File: src/rtl/ladder_sprite_renderer_pkg.sv
// Shared types and defaults for the ladder overlay stage of the VGA pipeline.
package ladder_sprite_renderer_pkg;

  typedef enum logic [1:0] {
    IDLE   = 2'd0,
    REVEAL = 2'd1,
    SHOWN  = 2'd2
  } ladder_state_t;

  localparam logic [11:0] TRANSPARENT_DEFAULT = 12'hF0F;
  localparam logic [11:0] BLANK_RGB_DEFAULT   = 12'h888;
  localparam int          VER_PIXELS          = 600;
  localparam logic [10:0] REVEAL_MAX          = 11'd1023;

endpackage

File: src/rtl/vga_if.sv
// VGA timing plus colour bundle passed between pipeline stages.
interface vga_if;
  logic [10:0] hcount;
  logic [10:0] vcount;
  logic        hsync;
  logic        vsync;
  logic        hblnk;
  logic        vblnk;
  logic [11:0] rgb;

  modport in  (input  hcount, vcount, hsync, vsync, hblnk, vblnk, rgb);
  modport out (output hcount, vcount, hsync, vsync, hblnk, vblnk, rgb);
endinterface

File: src/rtl/ladder_sprite_renderer_delay.sv
// Fixed-length shift register used to keep timing aligned with the ROM read.
module ladder_sprite_renderer_delay #(
  parameter int WIDTH   = 39,
  parameter int CLK_DEL = 2
) (
  input  logic             clk,
  input  logic             rst,
  input  logic [WIDTH-1:0] din,
  output logic [WIDTH-1:0] dout
);

  logic [WIDTH-1:0] pipe_reg [CLK_DEL];

  always_ff @(posedge clk) begin
    if (rst) begin
      for (int i = 0; i < CLK_DEL; i++) pipe_reg[i] <= '0;
    end else begin
      pipe_reg[0] <= din;
      for (int i = 1; i < CLK_DEL; i++) pipe_reg[i] <= pipe_reg[i-1];
    end
  end

  assign dout = pipe_reg[CLK_DEL-1];

endmodule

File: src/rtl/ladder_sprite_renderer.sv
// Ladder overlay: animated, bottom-up revealed, colour-keyed sprites from an
// external synchronous ROM, three-clock latency from in to out.
module ladder_sprite_renderer
  import ladder_sprite_renderer_pkg::*;
#(
  parameter int          NUM_LADDERS = 4,
  parameter int          SPRITE_W    = 32,
  parameter int          SPRITE_H    = 32,
  parameter int          ANIM_FRAMES = 2,
  parameter int          FRAME_DIV   = 8,
  parameter int          REVEAL_STEP = 4,
  parameter logic [11:0] TRANSPARENT = TRANSPARENT_DEFAULT,
  parameter logic [11:0] BLANK_RGB   = BLANK_RGB_DEFAULT,
  localparam int         CW          = $clog2(SPRITE_W),
  localparam int         RW          = $clog2(SPRITE_H),
  localparam int         FW          = $clog2(ANIM_FRAMES),
  localparam int         AW          = FW + RW + CW
) (
  input  logic                     clk,
  input  logic                     rst,
  input  logic                     start_game,
  input  logic [NUM_LADDERS*11-1:0] ladder_x,
  input  logic [NUM_LADDERS*11-1:0] ladder_top,
  input  logic [NUM_LADDERS*11-1:0] ladder_bot,
  input  logic [11:0]              rgb_pixel,
  output logic [AW-1:0]            pixel_addr,
  vga_if.in                        in,
  vga_if.out                       out
);

  localparam int FWS = (FW > 0) ? FW : 1;
  localparam int DW  = (FRAME_DIV > 1) ? $clog2(FRAME_DIV) : 1;
  localparam int TW  = 39;

  ladder_state_t  state_reg;
  logic [10:0]    reveal_reg;
  logic [FWS-1:0] frame_idx_reg;
  logic [DW-1:0]  div_cnt_reg;
  logic           vsync_reg;
  logic           frame_tick;
  logic [11:0]    reveal_sum;

  assign frame_tick = in.vsync & ~vsync_reg;
  assign reveal_sum = {1'b0, reveal_reg} + 12'(REVEAL_STEP);

  // Animation counters and reveal FSM; dropping start_game wipes all of it.
  always_ff @(posedge clk) begin
    if (rst) begin
      vsync_reg     <= 1'b0;
      state_reg     <= IDLE;
      reveal_reg    <= '0;
      frame_idx_reg <= '0;
      div_cnt_reg   <= '0;
    end else begin
      vsync_reg <= in.vsync;
      if (!start_game) begin
        state_reg     <= IDLE;
        reveal_reg    <= '0;
        frame_idx_reg <= '0;
        div_cnt_reg   <= '0;
      end else begin
        if (frame_tick) begin
          if (div_cnt_reg == DW'(FRAME_DIV - 1)) begin
            div_cnt_reg   <= '0;
            frame_idx_reg <= (ANIM_FRAMES > 1) ? frame_idx_reg + 1'b1 : '0;
          end else begin
            div_cnt_reg <= div_cnt_reg + 1'b1;
          end
        end
        case (state_reg)
          IDLE: begin
            reveal_reg <= '0;
            state_reg  <= REVEAL;
          end
          REVEAL: begin
            if (frame_tick) begin
              if (reveal_sum >= 12'd1024) begin
                reveal_reg <= REVEAL_MAX;
                state_reg  <= SHOWN;
              end else begin
                reveal_reg <= reveal_sum[10:0];
              end
            end
          end
          SHOWN:   reveal_reg <= REVEAL_MAX;
          default: state_reg  <= IDLE;
        endcase
      end
    end
  end

  logic [NUM_LADDERS-1:0] hit_vec;
  logic [CW-1:0]          col_vec [NUM_LADDERS];
  logic [RW-1:0]          row_vec [NUM_LADDERS];

  // Lower bound max(top, bot-reveal+1) is tested as vcount+reveal > bot to avoid underflow.
  for (genvar gi = 0; gi < NUM_LADDERS; gi++) begin : g_ladder
    logic [10:0] lx;
    logic [10:0] lt;
    logic [10:0] lb;
    assign lx = ladder_x[11*gi +: 11];
    assign lt = ladder_top[11*gi +: 11];
    assign lb = ladder_bot[11*gi +: 11];
    assign hit_vec[gi] = start_game && (reveal_reg != '0)
                      && (in.hcount >= lx)
                      && ({1'b0, in.hcount} < ({1'b0, lx} + 12'(SPRITE_W)))
                      && (in.vcount >= lt) && (in.vcount <= lb)
                      && (({1'b0, in.vcount} + {1'b0, reveal_reg}) > {1'b0, lb});
    assign col_vec[gi] = in.hcount[CW-1:0] - lx[CW-1:0];
    assign row_vec[gi] = in.vcount[RW-1:0] - lt[RW-1:0];
  end

  logic          hit_any;
  logic [CW-1:0] col_sel;
  logic [RW-1:0] row_sel;
  logic [AW-1:0] addr_next;

  always_comb begin
    hit_any = 1'b0;
    col_sel = '0;
    row_sel = '0;
    for (int i = NUM_LADDERS - 1; i >= 0; i--) begin
      if (hit_vec[i]) begin
        hit_any = 1'b1;
        col_sel = col_vec[i];
        row_sel = row_vec[i];
      end
    end
  end

  if (FW > 0) begin : g_frame
    assign addr_next = {frame_idx_reg, row_sel, col_sel};
  end else begin : g_no_frame
    assign addr_next = {row_sel, col_sel};
  end

  always_ff @(posedge clk) begin
    if (rst)          pixel_addr <= '0;
    else if (hit_any) pixel_addr <= addr_next;
  end

  logic [TW-1:0] dly_in;
  logic [TW-1:0] dly_out;
  logic [10:0]   s2_hcount;
  logic [10:0]   s2_vcount;
  logic          s2_hsync;
  logic          s2_vsync;
  logic          s2_hblnk;
  logic          s2_vblnk;
  logic [11:0]   s2_rgb;
  logic          s2_hit;

  assign dly_in = {in.hcount, in.vcount, in.hsync, in.vsync, in.hblnk, in.vblnk, in.rgb, hit_any};
  assign {s2_hcount, s2_vcount, s2_hsync, s2_vsync, s2_hblnk, s2_vblnk, s2_rgb, s2_hit} = dly_out;

  ladder_sprite_renderer_delay #(
    .WIDTH   (TW),
    .CLK_DEL (2)
  ) u_delay (
    .clk  (clk),
    .rst  (rst),
    .din  (dly_in),
    .dout (dly_out)
  );

  always_ff @(posedge clk) begin
    if (rst) begin
      out.hcount <= '0;
      out.vcount <= '0;
      out.hsync  <= 1'b0;
      out.vsync  <= 1'b0;
      out.hblnk  <= 1'b0;
      out.vblnk  <= 1'b0;
      out.rgb    <= '0;
    end else begin
      out.hcount <= s2_hcount;
      out.vcount <= s2_vcount;
      out.hsync  <= s2_hsync;
      out.vsync  <= s2_vsync;
      out.hblnk  <= s2_hblnk;
      out.vblnk  <= s2_vblnk;
      if (s2_hblnk || s2_vblnk)                  out.rgb <= BLANK_RGB;
      else if (s2_hit && rgb_pixel != TRANSPARENT) out.rgb <= rgb_pixel;
      else                                       out.rgb <= s2_rgb;
    end
  end

endmodule

File: src/flat_wrapper.sv
// flat-port wrapper written by rule: the top's interface ports become plain ports
module ladder_sprite_renderer_flat import ladder_sprite_renderer_pkg::*;
#(
  parameter int          NUM_LADDERS = 4,
  parameter int          SPRITE_W    = 32,
  parameter int          SPRITE_H    = 32,
  parameter int          ANIM_FRAMES = 2,
  parameter int          FRAME_DIV   = 8,
  parameter int          REVEAL_STEP = 4,
  parameter logic [11:0] TRANSPARENT = TRANSPARENT_DEFAULT,
  parameter logic [11:0] BLANK_RGB   = BLANK_RGB_DEFAULT,
  localparam int         CW          = $clog2(SPRITE_W),
  localparam int         RW          = $clog2(SPRITE_H),
  localparam int         FW          = $clog2(ANIM_FRAMES),
  localparam int         AW          = FW + RW + CW
)
  (clk, rst, start_game, ladder_x, ladder_top, ladder_bot, rgb_pixel, pixel_addr, in_hcount, in_vcount, in_hsync, in_vsync, in_hblnk, in_vblnk, in_rgb, out_hcount, out_vcount, out_hsync, out_vsync, out_hblnk, out_vblnk, out_rgb);
  vga_if in_i ();
  vga_if out_i ();
  input  logic clk;
  input  logic rst;
  input  logic start_game;
  input  logic [NUM_LADDERS*11-1:0] ladder_x;
  input  logic [NUM_LADDERS*11-1:0] ladder_top;
  input  logic [NUM_LADDERS*11-1:0] ladder_bot;
  input  logic [11:0] rgb_pixel;
  output logic [AW-1:0] pixel_addr;
  input wire logic [$bits(in_i.hcount)-1:0] in_hcount;
  input wire logic [$bits(in_i.vcount)-1:0] in_vcount;
  input wire logic [$bits(in_i.hsync)-1:0] in_hsync;
  input wire logic [$bits(in_i.vsync)-1:0] in_vsync;
  input wire logic [$bits(in_i.hblnk)-1:0] in_hblnk;
  input wire logic [$bits(in_i.vblnk)-1:0] in_vblnk;
  input wire logic [$bits(in_i.rgb)-1:0] in_rgb;
  output wire logic [$bits(out_i.hcount)-1:0] out_hcount;
  output wire logic [$bits(out_i.vcount)-1:0] out_vcount;
  output wire logic [$bits(out_i.hsync)-1:0] out_hsync;
  output wire logic [$bits(out_i.vsync)-1:0] out_vsync;
  output wire logic [$bits(out_i.hblnk)-1:0] out_hblnk;
  output wire logic [$bits(out_i.vblnk)-1:0] out_vblnk;
  output wire logic [$bits(out_i.rgb)-1:0] out_rgb;
  assign in_i.hcount = in_hcount;
  assign in_i.vcount = in_vcount;
  assign in_i.hsync = in_hsync;
  assign in_i.vsync = in_vsync;
  assign in_i.hblnk = in_hblnk;
  assign in_i.vblnk = in_vblnk;
  assign in_i.rgb = in_rgb;
  assign out_hcount = out_i.hcount;
  assign out_vcount = out_i.vcount;
  assign out_hsync = out_i.hsync;
  assign out_vsync = out_i.vsync;
  assign out_hblnk = out_i.hblnk;
  assign out_vblnk = out_i.vblnk;
  assign out_rgb = out_i.rgb;
  ladder_sprite_renderer #(.NUM_LADDERS(NUM_LADDERS), .SPRITE_W(SPRITE_W), .SPRITE_H(SPRITE_H), .ANIM_FRAMES(ANIM_FRAMES), .FRAME_DIV(FRAME_DIV), .REVEAL_STEP(REVEAL_STEP), .TRANSPARENT(TRANSPARENT), .BLANK_RGB(BLANK_RGB)) u_core (.clk(clk), .rst(rst), .start_game(start_game), .ladder_x(ladder_x), .ladder_top(ladder_top), .ladder_bot(ladder_bot), .rgb_pixel(rgb_pixel), .pixel_addr(pixel_addr), .in(in_i), .out(out_i));
endmodule
File: config.mk
export PLATFORM = sky130hd
export DESIGN_NAME = ladder_sprite_renderer_flat
export DESIGN_NICKNAME = d
export VERILOG_FILES = /design/src/rtl/ladder_sprite_renderer_pkg.sv /design/src/rtl/vga_if.sv /design/src/rtl/ladder_sprite_renderer_delay.sv /design/src/rtl/ladder_sprite_renderer.sv /design/src/flat_wrapper.sv
export SDC_FILE = /design/constraint.sdc
export NUM_CORES = 1
export LEC_CHECK = 0
export ABC_AREA = 1
export BUFFER_PORTS_ARGS = -buffer_cell sky130_fd_sc_hd__clkbuf_2
export CORE_MARGIN = 2
export CORE_UTILIZATION = 57
export CTS_CLUSTER_SIZE = 28
export DETAILED_ROUTE_END_ITERATION = 16
export GPL_ROUTABILITY_DRIVEN = 1
export PLACE_DENSITY = 0.82
export RECOVER_POWER = 25
export SYNTH_ARGS = -nofsm -noshare
export SYNTH_HDL_FRONTEND = slang
export SYNTH_SLANG_ARGS = --single-unit
File: constraint.sdc
create_clock -name clk -period 4.3 [get_ports clk]
set_clock_uncertainty 0.05 [all_clocks]
set_input_delay 0.86 -clock clk [delete_from_list [all_inputs] [get_ports clk]]
set_output_delay 0.86 -clock clk [all_outputs]
set_load 0.03 [all_outputs]
==> impl_metrics.ini, run 1 <==
[grt]
number_of_global_route_vias_before_repair = 10881
initial_antenna_violation_count = 1
maximum_number_of_pins_on_one_net_before_global_route_repair = 60
grt_pass1_wl_um = 51100
gr-total-overflow = 0
globalRouteTotalUtil = 0.295

[worst_setup_path]
timing_worst_setup_path_type = in2reg
largest_fanout_on_the_critical_path = 7
critical-path-slowest-cell = fa_1
critPathTopFamily = simple AND/OR/NAND/NOR gates
cp_data_arrival_time_ns = 4.22
number_of_stages_on_the_worst_setup_path = 26
r2r_slack_ns = 0.54
origin_of_the_critical_flop_to_flop_path = u_core.reveal_reg[0]$_SDFFE_PP0P_
critical_path_capture_point_type = flip-flop
critical_path_required_ns = 4.55
critical_path.reg2reg.endpoint = u_core.pixel_addr[6]$_SDFFE_PP0P_
critical_path.startpoint_type = primary input
worst_path_largest_cell_delay_ns = 0.40
crit_top_cell = nand2_1
crit_buf_inv = 1
number_of_cells_traversed_by_the_worst_register_to_register_path = 25

[drt]
drt_first_iter_violations = 574
num_vias = 11204
tritonroute_pass_1_iters = 5
postRouteAntennaNets = 0
vias_per_cell = 5.14
detail_route.wl_per_cell_um = 14.5
wirelength_um = 31600
remaining_drc_errors = 0

[sta]
drv_slew = 56
final.hold.worst_slack_ns = 0.347
layout_min_cycle_time_ns = 3.97
timing_worst_slew_pin_value_ns = 2.16
timing.final.setup_violations = 0
postLayoutSetupSlackWorst_ns = 0.333
rsz_0062_raised_after_global_routing = false
timing.final.crit_share = 0.923
fmax_ghz = 0.252
slew_headroom = -0.440
timing.final.hold_violations = 0

[cells_and_area]
num-fill-cells = 1731
postLayoutCellArea_mm2 = 0.0138
largest_reg_flops = 78
drive_above_1_share = 0.170
area.growth.synth_to_final_pct = 19.2
register_area_mm2 = 0.00286
multi_input_logic_area_mm2 = 0.00735
finalNetCount = 2313
post_route_core_utilization = 0.687

[placed_design]
input_output_buffers = 233
detailed_place_hpwl_um = 25200
globalplace.congestion = 0.951
placed_cell_area_mm2 = 0.0132
place_ws_ns = -0.0674

[min_path]
timing.hold.worst.class = reg2reg
worst_hold_startpoint = u_core.u_delay.pipe_reg[0][7]$_SDFF_PP0_
end_of_the_worst_hold_path = u_core.u_delay.pipe_reg[0][46]$_SDFF_PP0_
worst_hold_path.num_cells = 2

[yosys]
yosys.cell_types.count = 49
netlist_top_cells_area = dfxtp_1 (25%), ha_1 (24%), inv_1 (11%), nand2_1 (9.6%), nor2_1 (6.9%)
synth_cells = 1636
yosysSeqAreaShare = 0.248
synth_async_sr_flop_share = 0
total_of_flip_flops_plus_latches_after_synthesis = 143
syn-cell-area_mm2 = 0.0116
syn_avg_cell_area_um2 = 7.06
synth_fp_nets = 2053
synth_edf_count = 0
synthDominantAreaCellType = dfxtp_1
synth_ff_type = dfxtp_1
top_area_cell_type_share_of_the_netlist_area = 0.248
yosys_warnings = 0

[floorplan]
floorplan.die.height_um = 146
io-pin-count = 234
starting_density_of_the_core = 0.577
die_span_in_x_um = 146
dieArea_mm2 = 0.0214
core_area_mm2 = 0.0200
std_cell_rows = 52

[clocking]
cts_buffer_depth = 2
insertion_delay_ns = 0.41
clock-root-buffer = clkbuf_16
htreeDepth = 4
worst_setup_hold_path_clk_slew_ns = 0.06
tritoncts_clock_tree = done
holdBufCountCts = 0
clkSinkCount = 143
number_of_buffers_added_by_the_clock_tree_synthesis_step = 17

[power]
switching_share = 0.320
fin_total_pwr_mw = 3.77
intPower_mw = 2.57
power_frac_comb = 0.257
leakagePower_nw = 7.84
power.clock.fraction = 0.375
ir_drop_mv = 0.291
power.net_switching_mw = 1.20
seqPwrFrac = 0.368
power-per-cell-area_mw_per_mm2 = 274

[outcome]
failed_checks = capacitance limit, slew limit
status = complete, but fails checks

[run]
drv.max_cap_violation_count = 1
## metal layers
| layer | track usage | share of wire |
|---|---|---|
| met5 | 0 | 0 |
| met4 | 0.104 | 0.032 |
| met3 | 0.0400 | 0.072 |
| met2 | 0.513 | 0.47 |
| met1 | 0.376 | 0.43 |
## cell usage in the layout (no fill, tap or decap), types with 8 or more instances in the layout
cell type  synthesis  routed
nand2_1          295     295
nor2_1           211     211
fa_1               9       9
o22ai_1            8       8
a21oi_1          114     114
clkbuf_16          0      17
clkbuf_2           0     232
nand3_1           53      53
dfxtp_1          143     143
ha_1             223     223
o21a_1            10      10
a21o_1            11      11
o21ai_0           55      55
buf_4              0      25
inv_1            334     334
nor3_1            19      19
xnor2_1           14      13
nand4_1           23      23
xor2_1            30      30
## synthesized netlist by cell type (all sizes together) (3+ instances only)
cell / number
o21a: 10
fa: 9
a21boi: 4
nor3: 21
a21oi: 117
inv: 335
buf: 5
clkbuf: 13
o21bai: 5
a31oi: 6
ha: 223
nor2: 216
nand2: 302
nor4: 3
o22ai: 8
xnor2: 14
dfxtp: 143
xor2: 30
nand4: 24
nand3: 57
o21ai: 59
or2: 4
a21o: 11
## how the worst max path moves through the flow
stage | from | slack (ns) | end
2_1_floorplan | in_vcount[0] | 0.44 | u_core.pixel_addr[1]$_SDFFE_PP0P_
3_3_place_gp | in_vcount[0] | 0.07 | u_core.pixel_addr[1]$_SDFFE_PP0P_
3_5_place_dp | in_vcount[0] | -0.07 | u_core.pixel_addr[8]$_SDFFE_PP0P_
4_1_cts | in_vcount[0] | 0.35 | u_core.pixel_addr[3]$_SDFFE_PP0P_
5_1_grt | in_vcount[0] | 0.02 | u_core.pixel_addr[8]$_SDFFE_PP0P_
6_report | in_vcount[0] | 0.33 | u_core.pixel_addr[6]$_SDFFE_PP0P_
## through the flow
step                TNS (ns)  cells
floorplan                  0   1636
global placement           0   2147
detailed placement    -0.476   2147
CTS                        0   2179
global route               0   2180
finish                     0   2180
## final cells by class
cell class / instances / share of cell area
sequential: 143 / 0.208
clock inverter: 15 / 0.0113
multi-input combinational: 1139 / 0.534
clock buffer: 17 / 0.0309
antenna: 1 / 0.000182
inverter: 336 / 0.0916
timing repair buffer: 259 / 0.0997
tap: 270 / 0.0245
## power by group through the flow
stage | clock network (mW) | logic, mW | registers (mW)
final | 1.42 | 0.969 | 1.39
after global routing | 1.50 | 1.10 | 1.39
after CTS | 1.44 | 0.957 | 1.39
after detailed placement | 0 | 0.948 | 1.41
after global placement | 0 | 0.920 | 1.41
after floorplan | 0 | 0.592 | 1.43
## repair_timing
| action | 4_1_cts | 5_1_grt |
|---|---|---|
| endpoints found under the setup margin | 0 | 6 |
| setup buffers | 0 | 0 |
| resized for setup | 0 | 3 |
## worst register-to-register path: cells and delay by family, from the launching register on
family,cells,cell delay [ns]
compound gates,4,0.61
simple gates,17,1.55
flops,1,0.34
xor+xnor,1,0.16
fa+ha+maj,3,0.96
## cells by family after synthesis
logic type / share of synthesized area
adder cells (fa/ha/maj): 0.257
buffers and inverters: 0.117
XOR/XNOR: 0.0334
AO/OA/AOI/OAI: 0.112
AND/OR/NAND/NOR: 0.233
flip-flops: 0.248
No activity file was read; power rests on OpenSTA's default activity.
==> run 2: changes to the inputs <==
CORE_UTILIZATION = 58   (was 57)
CTS_BUF_LIST = sky130_fd_sc_hd__clkbuf_8   (was unset)
PLACE_DENSITY = 0.84   (was 0.82)
==> impl_metrics.ini, run 2 (same netlist as run 1, synthesis figures left out) <==
[power]
switching_share = 0.338
power_frac_comb = 0.285
seqPwrFrac = 0.408
power.clock.fraction = 0.307
ir_drop_mv = 0.191
power-per-cell-area_mw_per_mm2 = 250
power.net_switching_mw = 1.15
leakagePower_nw = 7.75
intPower_mw = 2.24

[grt]
gr-total-overflow = 0
number_of_global_route_vias_before_repair = 10809
initial_antenna_violation_count = 1
maximum_number_of_pins_on_one_net_before_global_route_repair = 61
globalRouteTotalUtil = 0.292
grt_pass1_wl_um = 50200

[placed_design]
input_output_buffers = 233
placed_cell_area_mm2 = 0.0132
detailed_place_hpwl_um = 25100
globalplace.congestion = 0.961

[clocking]
worst_setup_hold_path_clk_slew_ns = 0.09
clock-root-buffer = clkbuf_8
htreeDepth = 4
insertion_delay_ns = 0.44
cts_buffer_depth = 2
holdBufCountCts = 0
number_of_buffers_added_by_the_clock_tree_synthesis_step = 17
tritoncts_clock_tree = done
clkSinkCount = 143

[drt]
num_vias = 11155
remaining_drc_errors = 0
tritonroute_pass_1_iters = 5
detail_route.wl_per_cell_um = 14.2
drt_first_iter_violations = 619
postRouteAntennaNets = 0
vias_per_cell = 5.13
wirelength_um = 30800

[worst_setup_path]
worst_path_largest_cell_delay_ns = 0.41
critical-path-slowest-cell = fa_1
timing_worst_setup_path_type = in2reg
critical_path_required_ns = 4.55
largest_fanout_on_the_critical_path = 6
crit_top_cell = nand2_1
number_of_stages_on_the_worst_setup_path = 25
cp_data_arrival_time_ns = 4.19
crit_buf_inv = 2
critical_path.startpoint_type = primary input
number_of_cells_traversed_by_the_worst_register_to_register_path = 24
critical_path_capture_point_type = flip-flop
r2r_slack_ns = 0.55
critPathTopFamily = simple AND/OR/NAND/NOR gates

[sta]
final.setup.tns_ns = 0
layout_min_cycle_time_ns = 3.94
timing.final.hold_violations = 0
fmax_ghz = 0.254
drv_slew = 55
timing.final.crit_share = 0.916
timing.final.setup_violations = 0
slew_headroom = -0.404
rsz_0062_raised_after_global_routing = false
timing_worst_slew_pin_value_ns = 2.11

[min_path]
timing.hold.worst.class = reg2reg
worst_hold_path.num_cells = 2

[floorplan]
core_area_mm2 = 0.0195
dieArea_mm2 = 0.0211
io-pin-count = 234
starting_density_of_the_core = 0.592
die_span_in_x_um = 145
floorplan.die.height_um = 145
std_cell_rows = 51

[cells_and_area]
area.growth.synth_to_final_pct = 17.6
largest_reg_flops = 78
postLayoutCellArea_mm2 = 0.0136
most_common_library_cell_in_the_layout_ignoring_fill_and_taps = inv_1
post_route_core_utilization = 0.696
num-fill-cells = 1644
drive_above_1_share = 0.171
finalNetCount = 2314
final_cell_mix = inv_1 (334), nand2_1 (295), clkbuf_2 (232)
num_antenna_cells = 0

[outcome]
status = complete, but fails checks
failed_checks = capacitance limit, slew limit

[run]
drv.max_cap_violation_count = 1
-- run 2: cell count changes in the layout (fill, tap and decap cells not counted), sizes merged --
cell	before	now
buf	26	27
clkbuf	250	251
clkinvlp	5	4
diode	1	0
-- run 2: path summary, 6_finish.rpt --
path / start / to
max: in_vcount[0] / u_core.pixel_addr[9]$_SDFFE_PP0P_
min: u_core.u_delay.pipe_reg[0][10]$_SDFF_PP0_ / u_core.u_delay.pipe_reg[0][49]$_SDFF_PP0_
max reg2reg: u_core.reveal_reg[0]$_SDFFE_PP0P_ / u_core.pixel_addr[9]$_SDFFE_PP0P_
min reg2reg: u_core.u_delay.pipe_reg[0][10]$_SDFF_PP0_ / u_core.u_delay.pipe_reg[0][49]$_SDFF_PP0_
-- run 2: stage by stage --
step           hold slack (ns)  instances  total power [mW]  setup WS [ns]
2_1_floorplan            0.338       1636              2.03          0.438
3_3_place_gp             0.339       2143              2.33         0.0437
3_5_place_dp             0.343       2143              2.36        -0.0650
4_1_cts                  0.350       2175              3.40          0.381
5_1_grt                  0.355       2175              3.61         0.0315
6_report                 0.346       2175              3.39          0.361
-- run 2: power groups by stage --
stage | logic (mW) | clock network, mW | registers, mW
4_1_cts | 0.953 | 1.06 | 1.38
2_1_floorplan | 0.592 | 0 | 1.43
3_3_place_gp | 0.919 | 0 | 1.41
3_5_place_dp | 0.946 | 0 | 1.42
5_1_grt | 1.09 | 1.13 | 1.39
6_report | 0.966 | 1.04 | 1.38
-- run 2: what timing repair did --
action | CTS | global route
endpoints found under the hold margin | 0 | 0
buffers inserted | 0 | 0
resized for setup | 0 | 2
setup endpoints to repair | 0 | 3
-- run 2: final cells by class --
| type | count | area (um^2) | area share |
|---|---|---|---|
| Timing Repair Buffer | 260 | 1380 | 0.102 |
| Clock buffer | 18 | 248 | 0.0182 |
| Clock inverter | 14 | 151 | 0.0111 |
| Sequential cell | 143 | 2860 | 0.211 |
| Tap cell | 265 | 332 | 0.0244 |
| Inverter | 336 | 1260 | 0.0929 |
| Multi-Input combinational cell | 1139 | 7350 | 0.541 |
-- run 2: layer usage --
layer,vias up,wire length (um),global-route usage
met3,65,2220,0.0553
li1,5732,-,-
met1,4963,13300,0.363
met2,395,14500,0.513
met5,-,0,0
met4,0,796,0.0848
-- run 2: worst register-to-register path, cell delays in order, from the launching register on --
cell and delay (ns):
dfxtp_1 0.34, ha_1 0.21, fa_1 0.41, nand3_1 0.10
nand2_1 0.08, a21oi_1 0.13, o21bai_1 0.10, nand3_1 0.08
nand2_1 0.08, a21o_1 0.18, a21oi_2 0.18, xnor2_2 0.14
ha_1 0.33, nand3_1 0.08, nor3_1 0.16, nand2_1 0.07
nand2_1 0.07, nand2_1 0.08, nand2_2 0.15, buf_4 0.15
o21ai_0 0.07, nor2_1 0.15, nor2_1 0.06, nor2_1 0.10
nor2_1 0.05
